$ cat config.mk
export PLATFORM = sky130hd
export DESIGN_NAME = pipeline_stall_ctrl
export DESIGN_NICKNAME = d
export VERILOG_FILES = /design/src/rtl/pipeline_stall_ctrl.sv
export SDC_FILE = /design/constraint.sdc
export NUM_CORES = 1
export LEC_CHECK = 0
export CORE_MARGIN = 1.5
export CORE_UTILIZATION = 40
export DETAILED_ROUTE_END_ITERATION = 16
export PLACE_DENSITY = 0.82
export SETUP_SLACK_MARGIN = 0.4
export SYNTH_ARGS = -nofsm -noshare
export SYNTH_HDL_FRONTEND = slang
export SYNTH_SLANG_ARGS = --single-unit
$ cat constraint.sdc
create_clock -name cpu_clk_50M -period 2.85 [get_ports cpu_clk_50M]
set_input_delay 0.7125 -clock cpu_clk_50M [delete_from_list [all_inputs] [get_ports cpu_clk_50M]]
set_output_delay 0.7125 -clock cpu_clk_50M [all_outputs]
set_load 0.02 [all_outputs]
$ cat src/rtl/pipeline_stall_ctrl.sv
// Hazard and stall controller for the 5-stage pipeline: load-use stalls,
// multi-cycle divider sequencing and exception flushes out of EXE.
module pipeline_stall_ctrl #(
   parameter int DIV_CYCLES = 32,
   parameter int REG_ADDR_W = 5
) (
   input  logic                  cpu_clk_50M,
   input  logic                  cpu_rst,
   input  logic [REG_ADDR_W-1:0] id_i_rs_addr,
   input  logic                  id_i_rs_re,
   input  logic [REG_ADDR_W-1:0] id_i_rt_addr,
   input  logic                  id_i_rt_re,
   input  logic                  exe_i_dm2rf,
   input  logic [REG_ADDR_W-1:0] exe_i_rfwa,
   input  logic                  exe_i_div_start,
   input  logic                  exe_i_flush_req,
   output logic                  stall_pc,
   output logic                  stall_ifid,
   output logic                  stall_idexe,
   output logic                  bubble_idexe,
   output logic                  bubble_exemem,
   output logic                  flush,
   output logic                  div_busy,
   output logic                  div_done,
   output logic [1:0]            dbg_state_o
);

   localparam int CNT_W = $clog2(DIV_CYCLES);
   localparam logic [CNT_W-1:0] CNT_LOAD = CNT_W'(DIV_CYCLES - 1);

   typedef enum logic [1:0] {
      IDLE     = 2'd0,
      DIV_BUSY = 2'd1,
      DIV_DONE = 2'd2
   } state_e;

   state_e           state_q, state_d;
   logic [CNT_W-1:0] cnt_q, cnt_d;
   logic             hazard;
   logic             div_stall;

   assign hazard = exe_i_dm2rf && (exe_i_rfwa != '0) &&
                   ((id_i_rs_re && (id_i_rs_addr == exe_i_rfwa)) ||
                    (id_i_rt_re && (id_i_rt_addr == exe_i_rfwa)));

   // A divide stalls from its start cycle in IDLE through the last busy cycle;
   // DIV_DONE deliberately ignores div_start so the finishing div moves on.
   assign div_stall = (state_q == DIV_BUSY) ||
                      ((state_q == IDLE) && exe_i_div_start);

   always_comb begin
      state_d = state_q;
      cnt_d   = cnt_q;
      if (exe_i_flush_req) begin
         state_d = IDLE;
         cnt_d   = '0;
      end else begin
         case (state_q)
            IDLE: begin
               if (exe_i_div_start) begin
                  state_d = DIV_BUSY;
                  cnt_d   = CNT_LOAD;
               end
            end
            DIV_BUSY: begin
               if (cnt_q == '0) begin
                  state_d = DIV_DONE;
               end else begin
                  cnt_d = cnt_q - 1'b1;
               end
            end
            DIV_DONE: state_d = IDLE;
            default: begin
               state_d = IDLE;
               cnt_d   = '0;
            end
         endcase
      end
   end

   always_ff @(posedge cpu_clk_50M) begin
      if (cpu_rst) begin
         state_q <= IDLE;
         cnt_q   <= '0;
      end else begin
         state_q <= state_d;
         cnt_q   <= cnt_d;
      end
   end

   always_comb begin
      stall_pc      = 1'b0;
      stall_ifid    = 1'b0;
      stall_idexe   = 1'b0;
      bubble_idexe  = 1'b0;
      bubble_exemem = 1'b0;
      flush         = 1'b0;
      div_busy      = 1'b0;
      div_done      = 1'b0;
      if (!cpu_rst) begin
         div_busy = (state_q == DIV_BUSY);
         div_done = (state_q == DIV_DONE);
         if (exe_i_flush_req) begin
            flush = 1'b1;
         end else if (div_stall) begin
            stall_pc      = 1'b1;
            stall_ifid    = 1'b1;
            stall_idexe   = 1'b1;
            bubble_exemem = 1'b1;
         end else if (hazard) begin
            // The load leaves EXE next edge, so a single NOP into ID/EXE suffices.
            stall_pc     = 1'b1;
            stall_ifid   = 1'b1;
            bubble_idexe = 1'b1;
         end
      end
   end

   assign dbg_state_o = state_q;

endmodule

==> summary.md <==
| Metric | Value |
|---|---|
| Final clock skew | `~6.1 ps` |
| CP startpoint kind | `primary input` |
| Seq cells post-synth | `7` |
| RSZ-0062 raised after global routing | `true` |
| Slew HR | `66.58%` |
| Non-filler instance count after layout | `roughly 130` |
| Antenna violations before repair | `0` |
| Die Area | `1713 µm²` |
| Critical path required time | `2140 ps` |
| Proportion of layout cells with a drive suffix above 1 | `between 30% and 40%` |
| Tcrit/Tclk final | `92.05%` |
| P_leak | `~0.43 nW` |
| Worst Setup Path Type | `primary input to primary output` |
| FFs w/ async S/R, synth | `0%` |
| Area after DPL | `between 900 and 1000 µm²` |
| Pre-antenna DRT Iters | `4` |
| CTS Hold Buffers Added | `0` |
| CTS clk-pin slew, worst paths | `50 ps` |
| CTS tree | `yes` |
| Status | `finished clean` |
| Largest net degree at the start of global routing | `12` |
| Level count of the clock H-tree | `1` |
| Fillers | `113` |
| # placed instances | `119` |
| Vias in the first global route | `622` |
| Clock Tree Buf Depth | `2` |
| Placer Congestion | `0.8224` |
| Total CTS buffers | `3` |
| Worst-Skew Late Latency | `260 ps` |
| Min-delay worst type | `flip-flop to flip-flop` |
| Slew Viols, Final | `0` |
| Top FF cell, synth | `dfxtp_1` |
| Sequential-to-total area share from yosys stat | `23.78%` |
| Row Count | `13` |
| Endpoints failing setup | `0` |
| Avg Inst Size Synth | `8.300 µm²` |
| Fin util | `75.52%` |
| Hold slack | `508.3 ps` |
| IO Port Bufs | `31` |
| Largest cells by area after synthesis | `dfxtp_1 (24%), xor2_1 (12%), nor2_1 (4.5%)` |
| Synthesized net count | `94` |
| Max Cap Viol | `0` |
| Pwr dens | `324.6 nW/µm²` |
| Core area | `1334 µm²` |
| Area share of the largest cell type after synthesis | `23.78%` |
| Drc violations | `0` |
| Via density | `5.384` |
| Area Growth Syn to Fin | `70.91%` |
| Vias | `roughly 670` |
| Largest vdd supply drop | `roughly 0.37 mV` |
| Worst setup EP type | `primary output` |
| Aggregate global routing overflow | `0` |
| Crit Path Max Fanout | `3` |
| Chip height | `41.39 µm` |
| Fin. Hold Viols | `0` |
| Distinct cell type count of the synthesized netlist | `33` |
| Final ANT Viol Nets | `0` |
| Dpl hpwl | `between 1 and 1.5 mm` |
| Final min period | `between 2000 and 3000 ps` |
| Die width | `41.39 µm` |
| WP data arrival | `1910 ps` |
| Initial DRC Count | `8` |
| Final Cell Area | `1007 µm²` |
| Clk sinks | `7` |
| Fmax | `381.2 MHz` |
| YS warnings | `0` |
| Total wire length | `approximately 1.8 mm` |
| Starting Density | `44.18%` |
| Number of synthesized flops with an enable pin | `0` |
| First-pass GRT wire length | `around 2.6 mm` |
| Routed WL per cell | `14.42 µm` |
| Ports | `32` |
| GRT Util Overall | `23.40%` |
| Worst-Margin Slew | `494.3 ps` |
| Nets | `~130` |
| Synthesized instance count | `between 70 and 80` |
| Root Driver | `clkbuf_4` |
| Synth area leader | `dfxtp_1` |
| Overall power | `0.3269 mW` |
| Synth Cell Area | `about 600 µm²` |
| Diodes inserted | `0` |
[repair_timing]
| item | CTS | global route |
|---|---|---|
| pin swaps | 11 | 11 |
| buffers inserted | 2 | 0 |
| gates resized for setup | 72 | 15 |
| endpoints found under the setup margin | 8 | 4 |
[synthesized netlist by cell type (all sizes together), types with 2 or more instances]
cell type  number
a21oi           4
buf             5
nor2b           3
xor2            8
nor3            4
nand2           3
inv             4
o21bai          2
nor2            7
dfxtp           7
nor4            2
a211o           3
xnor2           2
[layout by cell type, fill, tap and decap left out, types with 2 or more instances in the layout]
master | Yosys | routed
a21oi_1 | 2 | 2
buf_2 | 3 | 4
a21oi_2 | 2 | 2
clkdlybuf4s50_1 | 0 | 8
buf_6 | 0 | 4
dlygate4sd2_1 | 0 | 5
a211o_1 | 3 | 3
inv_1 | 4 | 4
clkbuf_4 | 0 | 3
nor2b_1 | 3 | 3
clkbuf_2 | 0 | 4
nand2_1 | 2 | 2
nor4_2 | 0 | 2
xnor2_1 | 2 | 2
nor3_1 | 4 | 2
buf_4 | 2 | 10
clkdlybuf4s15_1 | 0 | 3
dfxtp_1 | 7 | 7
xor2_1 | 8 | 8
nor2_1 | 7 | 6
[sequential cells by signal (all words and copies together) (netlist names)]
| signal | count |
|---|---|
| cnt_q | 5 |
| dbg_state_o | 2 |
[where the power goes]
group	internal (mW)	total [mW]	switching, mW
Sequential	0.103	0.110	0.00699
Combinational	0.0670	0.125	0.0581
Clock	0.0535	0.0914	0.0379
Total	0.224	0.327	0.103
[area by class of cell]
class | instances | area (µm²) | share of cell area [%]
Multi-Input combinational cell | 55 | 465.4 | 46.21
Clock buffer | 4 | 26.28 | 2.609
Timing Repair Buffer | 40 | 341.6 | 33.91
Tap cell | 15 | 18.77 | 1.863
Sequential cell | 7 | 140.1 | 13.91
Inverter | 4 | 15.01 | 1.491
[worst paths after layout]
path | cells after the start | start | to | slack (ps)
setup / recovery | 6 | exe_i_rfwa[3] | bubble_idexe | 230
hold / removal | 2 | cnt_q[1]$_SDFFE_PP0P_ | cnt_q[1]$_SDFFE_PP0P_ | 510
setup reg to reg | 6 | cnt_q[0]$_SDFFE_PP0P_ | cnt_q[1]$_SDFFE_PP0P_ | 1190
hold reg to reg | 2 | cnt_q[1]$_SDFFE_PP0P_ | cnt_q[1]$_SDFFE_PP0P_ | 510
[worst max-delay path, stage by stage]
cell and delay [ps]:
buf_8 100, or4_4 520, o211ai_1 180, buf_4 170, nor3_2 50, buf_4 160
[stage by stage]
stage	setup WS [ps]	setup TNS, ps
floorplan	357.7	0
detailed placement	-632.5	-1984
global placement	-489.0	-1682
CTS	190.1	0
global route	210.3	0
finish	226.6	0
[cell families (layout without fill, tap and decap cells)]
kind of cell / after synthesis / in the layout / synth area share (%)
AOI/OAI and AO/OA: 16 / 16 / 24.42
xor gates and xnor gates: 10 / 10 / 14.86
adders and majority gates: 1 / 1 / 2.123
buffers and inverters: 9 / 48 / 7.641
DFF: 7 / 7 / 23.78
and+or+nand+nor: 28 / 28 / 27.18
[per-layer routing]
layer  routed length [µm]  part of all wire (%)  track usage (%)
met2                 1018                    56            43.75
met5                    0                     0                0
met4                    4                  0.22            4.839
met1                  691                    38            25.16
met3                   88                   4.9            7.979
No activity file was read; power rests on OpenSTA's default activity.
